`config.mk`:
```
export PLATFORM = sky130hd
export DESIGN_NAME = ddr3_req_arbiter
export DESIGN_NICKNAME = d
export VERILOG_FILES = /design/src/rtl/ddr3_req_arbiter.sv
export SDC_FILE = /design/constraint.sdc
export NUM_CORES = 1
export LEC_CHECK = 0
export CAP_MARGIN = 20
export CORE_AREA = 8 8 235 237
export DETAILED_ROUTE_END_ITERATION = 10
export DIE_AREA = 0 0 243 245
export GPL_ROUTABILITY_DRIVEN = 0
export SLEW_MARGIN = 25
export SYNTH_ARGS = -nofsm -noshare
export SYNTH_HDL_FRONTEND = slang
export SYNTH_SLANG_ARGS = --single-unit
```
`constraint.sdc`:
```
create_clock -name i_cpu_ck -period 3.33 [get_ports i_cpu_ck]
set_clock_uncertainty 0.15 [all_clocks]
set_input_delay 0.8325 -clock i_cpu_ck [delete_from_list [all_inputs] [get_ports i_cpu_ck]]
set_output_delay 0.8325 -clock i_cpu_ck [all_outputs]
set_load 0.1 [all_outputs]
```
`src/rtl/ddr3_req_arbiter.sv`:
```
// Round-robin arbiter sharing the DDR3 controller CPU port among NUM_REQ requesters.
// Tracks each transaction until the controller is ready again and watches for hangs.
module ddr3_req_arbiter #(
    parameter int unsigned NUM_REQ = 4,
    parameter int unsigned ADDR_W  = 29,
    parameter int unsigned DATA_W  = 64,
    parameter int unsigned TIMEOUT = 64
) (
    input  logic                        i_cpu_ck,
    input  logic                        i_cpu_reset_n,
    input  logic [NUM_REQ-1:0]          i_req_valid,
    input  logic [NUM_REQ-1:0]          i_req_cmd,
    input  logic [NUM_REQ*ADDR_W-1:0]   i_req_addr,
    input  logic [NUM_REQ*DATA_W-1:0]   i_req_wr_data,
    output logic [NUM_REQ-1:0]          o_req_ack,
    output logic [NUM_REQ-1:0]          o_req_done,
    output logic [NUM_REQ-1:0]          o_req_rd_valid,
    output logic [DATA_W-1:0]           o_req_rd_data,
    output logic                        o_ctrl_valid,
    output logic                        o_ctrl_cmd,
    output logic [ADDR_W-1:0]           o_ctrl_addr,
    output logic [DATA_W-1:0]           o_ctrl_wr_data,
    input  logic                        i_ctrl_rdy,
    input  logic                        i_ctrl_rd_valid,
    input  logic [DATA_W-1:0]           i_ctrl_rd_data,
    output logic                        o_timeout_err
);

    localparam int unsigned OWN_W = $clog2(NUM_REQ);
    localparam int unsigned SUM_W = $clog2(2 * NUM_REQ);
    localparam int unsigned WD_W  = $clog2(TIMEOUT);

    typedef enum logic [1:0] {
        ST_ARB   = 2'd0,
        ST_ISSUE = 2'd1,
        ST_WAIT  = 2'd2
    } state_t;

    state_t             state;
    logic [OWN_W-1:0]   ptr;
    logic [OWN_W-1:0]   owner;
    logic [WD_W-1:0]    wd;

    logic               grant_found;
    logic [OWN_W-1:0]   grant_idx;
    logic [OWN_W-1:0]   next_ptr;
    logic [SUM_W-1:0]   cand;

    // First pending request at or above the pointer, wrapping around.
    always_comb begin
        grant_found = 1'b0;
        grant_idx   = '0;
        cand        = '0;
        for (int unsigned i = 0; i < NUM_REQ; i++) begin
            cand = SUM_W'(ptr) + SUM_W'(i);
            if (cand >= SUM_W'(NUM_REQ)) begin
                cand = cand - SUM_W'(NUM_REQ);
            end
            if (!grant_found && i_req_valid[OWN_W'(cand)]) begin
                grant_found = 1'b1;
                grant_idx   = OWN_W'(cand);
            end
        end
    end

    assign next_ptr = (grant_idx == OWN_W'(NUM_REQ - 1)) ? '0 : grant_idx + OWN_W'(1);

    always_ff @(posedge i_cpu_ck) begin
        if (!i_cpu_reset_n) begin
            state          <= ST_ARB;
            ptr            <= '0;
            owner          <= '0;
            wd             <= '0;
            o_req_ack      <= '0;
            o_req_done     <= '0;
            o_req_rd_valid <= '0;
            o_req_rd_data  <= '0;
            o_ctrl_valid   <= 1'b0;
            o_ctrl_cmd     <= 1'b0;
            o_ctrl_addr    <= '0;
            o_ctrl_wr_data <= '0;
            o_timeout_err  <= 1'b0;
        end else begin
            o_req_ack      <= '0;
            o_req_done     <= '0;
            o_req_rd_valid <= '0;
            o_ctrl_valid   <= 1'b0;
            case (state)
                ST_ARB: begin
                    if (i_ctrl_rdy && grant_found) begin
                        owner          <= grant_idx;
                        ptr            <= next_ptr;
                        o_ctrl_cmd     <= i_req_cmd[grant_idx];
                        o_ctrl_addr    <= i_req_addr[grant_idx*ADDR_W +: ADDR_W];
                        o_ctrl_wr_data <= i_req_wr_data[grant_idx*DATA_W +: DATA_W];
                        o_ctrl_valid   <= 1'b1;
                        o_req_ack      <= NUM_REQ'(1) << grant_idx;
                        state          <= ST_ISSUE;
                    end
                end
                ST_ISSUE: begin
                    wd    <= '0;
                    state <= ST_WAIT;
                end
                ST_WAIT: begin
                    // Read data is only meaningful for the read currently in flight.
                    if (i_ctrl_rd_valid && !o_ctrl_cmd) begin
                        o_req_rd_data  <= i_ctrl_rd_data;
                        o_req_rd_valid <= NUM_REQ'(1) << owner;
                    end
                    if (i_ctrl_rdy) begin
                        o_req_done <= NUM_REQ'(1) << owner;
                        wd         <= '0;
                        state      <= ST_ARB;
                    end else if (wd == WD_W'(TIMEOUT - 1)) begin
                        o_timeout_err <= 1'b1;
                        o_req_done    <= NUM_REQ'(1) << owner;
                        wd            <= '0;
                        state         <= ST_ARB;
                    end else begin
                        wd <= wd + WD_W'(1);
                    end
                end
                default: state <= ST_ARB;
            endcase
        end
    end

endmodule

```
==> tab_implementation.tex <==
\begin{tabular}{lr}
\hline
Metric & Value \\
\hline
\multicolumn{2}{l}{\textbf{Global route}} \\
\quad First-pass GRT wire length & 60100 um \\
\quad Initial antenna violation count & 2 \\
\quad Overall global routing resource usage & 13.2\% \\
\quad Vias in the first global route & 9555 \\
\quad GR Overflow Total & 0 \\
\quad Maximum number of pins on one net before global-route repair & 66 \\
\multicolumn{2}{l}{\textbf{Layout}} \\
\quad Count of fill cells added during filler insertion & 5310 \\
\quad Layout cells sized above 1 & 19.1\% \\
\quad Area added between synthesis and finish & 81.2\% \\
\quad Nets & 1981 \\
\quad Cell area after layout & $\sim$16000 um2 \\
\multicolumn{2}{l}{\textbf{Routing}} \\
\quad Antenna Nets Post-Route & 0 \\
\quad Vias per Instance & 4.12 \\
\quad Via count & slightly above 9000 \\
\quad Number of design rule violations left after detail routing & 0 \\
\quad Detailed Routing Iterations Pass 1 & 7 \\
\quad Starting DRC count in detailed routing & a little under 300 \\
\quad Wirelength per Cell & 18.7 um \\
\quad Overall routed net length & 41700 um \\
\multicolumn{2}{l}{\textbf{Worst setup path}} \\
\quad CP Class & input pin to register \\
\quad CP Data Arrival Time & 2.94 ns \\
\quad Worst Setup Start Kind & input pin \\
\quad Critical Path End Type & register \\
\quad Highest net fanout along the worst path & 12 \\
\quad Data required time of the worst path & 3.53 ns \\
\multicolumn{2}{l}{\textbf{STA}} \\
\quad Slew HR & 52.0\% \\
\quad PnR worst setup slack & 0.584 ns \\
\quad Fmax & 364 MHz \\
\quad Crit path time final & $\sim$2.7 ns \\
\quad Actual slew at the worst max-slew pin & a little over 0.7 ns \\
\quad Count of endpoints failing hold in the final timing report & 0 \\
\quad Pins over their slew limit & 0 \\
\quad Post-Route Setup TNS & 0 ns \\
\quad Share of the clock period used by the worst path after layout & just over 80\% \\
\quad Final number of setup-violating endpoints & 0 \\
\quad RSZ-0062 raised after global routing & no \\
\multicolumn{2}{l}{\textbf{Place}} \\
\quad HPWL Detailed & 34100 um \\
\quad Count of port buffers added during placement & 619 \\
\quad Worst setup slack before clock tree synthesis & just over 0.06 ns \\
\quad Instance area after placement & $\sim$16000 um2 \\
\multicolumn{2}{l}{\textbf{Clock network}} \\
\quad CTS-repair resized insts & 0 \\
\quad H-tree depth & 4 \\
\quad Clock slew at the register clock pins of the worst setup and hold paths & 0.07 ns \\
\quad TritonCTS clock tree & done \\
\quad Clk Latency, worst-skew pair & 0.48 ns \\
\quad Number of buffers on the longest clock path & 2 \\
\quad Number of clock sinks & 184 \\
\quad Post CTS Setup Buffer Count & 0 \\
\quad CTS Hold Bufs & 0 \\
\quad Clock buffer count from CTS & 17 \\
\quad Buffer type at the clock tree root & sky130\_fd\_sc\_hd\_\_clkbuf\_16 \\
\multicolumn{2}{l}{\textbf{Power}} \\
\quad Total power per unit cell area & 582 nW/um2 \\
\quad Worst voltage drop across the vdd grid & about 0.00034 V \\
\quad Leak pwr & between 6 and 7 nW \\
\multicolumn{2}{l}{\textbf{Logic synthesis}} \\
\quad Synth Net Count & 1377 \\
\quad Total of warnings raised by yosys & 0 \\
\quad Number of instances in the synthesized netlist & 924 \\
\quad Sequential share of the synthesized area & 41.1\% \\
\quad Post-synth top area cell & sky130\_fd\_sc\_hd\_\_dfxtp\_1 \\
\quad Main flop type after synthesis & sky130\_fd\_sc\_hd\_\_dfxtp\_1 \\
\quad Share of flip-flops with an asynchronous set or reset & 0\% \\
\quad Avg Synthesized Cell Area & slightly below 10 um2 \\
\quad Unique cell type count in the Yosys netlist & 40 \\
\quad Area share of the largest cell type after synthesis & 41.1\% \\
\quad Top area cells in the synthesized netlist & sky130\_fd\_sc\_hd\_\_dfxtp\_1 41\%, sky130\_fd\_sc\_hd\_\_mux2i\_1 21\%, sky130\_fd\_sc\_hd\_\_nand2\_1 9.8\% \\
\quad Mapped Area & 8970 um2 \\
\quad Number of register bits inferred by synthesis & 184 \\
\quad EDFF count, synth & 0 \\
\multicolumn{2}{l}{\textbf{Worst hold path}} \\
\quad Path category of the worst min-delay check & register to register \\
\multicolumn{2}{l}{\textbf{Floorplan}} \\
\quad Die X-Extent & 243 um \\
\quad Core region area & 51700 um2 \\
\quad Rows & 84 \\
\quad Die span in y & 245 um \\
\quad Starting density of the core & approximately 17\% \\
\quad DIE AREA & between 50000 and 60000 um2 \\
\quad Number of top-level pins & between 600 and 700 \\
\multicolumn{2}{l}{\textbf{Status}} \\
\quad Result of the run & finished clean \\
\multicolumn{2}{l}{\textbf{Run}} \\
\quad Maxcap violations & 0 \\
\hline
\end{tabular}
==> final cells by class <==
type | instances | area (um2) | share of cell area (%)
Timing Repair Buffer | 662 | 6250 | 38.4
Multi-Input combinational cell | 659 | 4840 | 29.8
Sequential cell | 184 | 3680 | 22.7
Tap cell | 688 | 861 | 5.30
Clock buffer | 17 | 425 | 2.62
Clock inverter | 15 | 180 | 1.11
Inverter | 4 | 15.0 | 0.0924
Antenna cell | 2 | 5.00 | 0.0308
==> cell usage in the layout (no fill, tap or decap), types with 5 or more instances in the layout <==
cell and count:
sky130_fd_sc_hd__nor2b_1 5, sky130_fd_sc_hd__clkdlybuf4s50_1 446, sky130_fd_sc_hd__ha_1 5, sky130_fd_sc_hd__clkbuf_16 17, sky130_fd_sc_hd__dfxtp_1 184, sky130_fd_sc_hd__o221ai_2 40, sky130_fd_sc_hd__buf_12 13, sky130_fd_sc_hd__nand2b_1 6
sky130_fd_sc_hd__mux2i_1 190, sky130_fd_sc_hd__o21ai_0 8, sky130_fd_sc_hd__buf_4 202, sky130_fd_sc_hd__a21boi_0 66, sky130_fd_sc_hd__o221ai_1 54, sky130_fd_sc_hd__nand2_1 235, sky130_fd_sc_hd__nor2_1 18
==> sequential cells by signal (all words and copies together) (netlist names) <==
name	count
state	2
o_req_ack	4
o_ctrl_addr	29
owner	2
o_req_rd_data	64
o_ctrl_cmd	1
o_ctrl_wr_data	64
o_req_rd_valid	4
wd	6
o_req_done	4
o_ctrl_valid	1
o_timeout_err	1
ptr	2
==> cells in the mapped netlist (2+ instances only) <==
library cell / number
sky130_fd_sc_hd__clkbuf_1: 25
sky130_fd_sc_hd__a21oi_1: 4
sky130_fd_sc_hd__nand2b_1: 6
sky130_fd_sc_hd__nor2_1: 19
sky130_fd_sc_hd__o221ai_1: 54
sky130_fd_sc_hd__buf_4: 5
sky130_fd_sc_hd__xnor2_1: 2
sky130_fd_sc_hd__mux2i_1: 190
sky130_fd_sc_hd__and3_1: 2
sky130_fd_sc_hd__buf_12: 5
sky130_fd_sc_hd__o21ai_0: 8
sky130_fd_sc_hd__buf_1: 6
sky130_fd_sc_hd__ha_1: 5
sky130_fd_sc_hd__inv_1: 4
sky130_fd_sc_hd__nor2b_1: 5
sky130_fd_sc_hd__buf_6: 3
sky130_fd_sc_hd__dfxtp_1: 184
sky130_fd_sc_hd__o221ai_2: 40
sky130_fd_sc_hd__nand3_1: 3
sky130_fd_sc_hd__xor2_1: 2
sky130_fd_sc_hd__buf_2: 33
sky130_fd_sc_hd__nand2_1: 235
sky130_fd_sc_hd__nor3_1: 2
sky130_fd_sc_hd__a21boi_0: 66
==> worst paths after layout <==
| kind | start | endpoint | slack (ns) | cells past startpoint |
|---|---|---|---|---|
| min reg2reg | o_req_rd_data[27]$_SDFFE_PN0P_ | o_req_rd_data[27]$_SDFFE_PN0P_ | 0.31 | 2 |
| min | o_req_rd_data[27]$_SDFFE_PN0P_ | o_req_rd_data[27]$_SDFFE_PN0P_ | 0.31 | 2 |
| max | i_req_valid[0] | o_ctrl_addr[12]$_SDFFE_PN0P_ | 0.58 | 7 |
| max reg2reg | ptr[0]$_SDFFE_PN0P_ | o_ctrl_wr_data[15]$_SDFFE_PN0P_ | 1.09 | 7 |
==> power breakdown <==
group	internal, W	switching (W)	leakage [nW]
registers	0.00250	0.000180	1.50
clock network	0.00108	0.00105	0.295
logic	0.00151	0.00314	4.52
==> per-layer routing <==
layer | track usage, % | up-vias | share of wire [%]
li1 | - | 4525 | -
met1 | 14.8 | 4266 | 40
met2 | 23.3 | 372 | 51
met3 | 4.54 | 31 | 6.8
met4 | 4.30 | 0 | 1.5
met5 | 0 | - | 0
==> worst max-delay path, cell delays in order <==
cell and delay [ns]:
sky130_fd_sc_hd__clkdlybuf4s50_1 0.47, sky130_fd_sc_hd__or4_1 0.57, sky130_fd_sc_hd__and3_1 0.22, sky130_fd_sc_hd__and2_4 0.18, sky130_fd_sc_hd__nand2b_4 0.23, sky130_fd_sc_hd__buf_4 0.28, sky130_fd_sc_hd__o221ai_1 0.16
==> metrics by stage <==
stage / hold slack (ns) / instances / utilization (%) / power, W
after floorplan: 0.303 / 924 / - / 0.00592
after global placement: 0.295 / 2197 / 30.3 / 0.00738
after detailed placement: 0.300 / 2197 / 30.3 / 0.00743
after CTS: 0.319 / 2229 / 31.4 / 0.00962
after global routing: 0.333 / 2231 / 31.4 / 0.00988
final: 0.315 / 2231 / 31.4 / 0.00947
==> logic make-up after synthesis <==
kind of cell	synth area share, %
xor+xnor	0.391
fa+ha+maj	0.697
compound gates	18.9
flops	41.1
buf+inv	5.22
mux	21.2
simple gates	12.6
No activity file was read; power rests on OpenSTA's default activity.
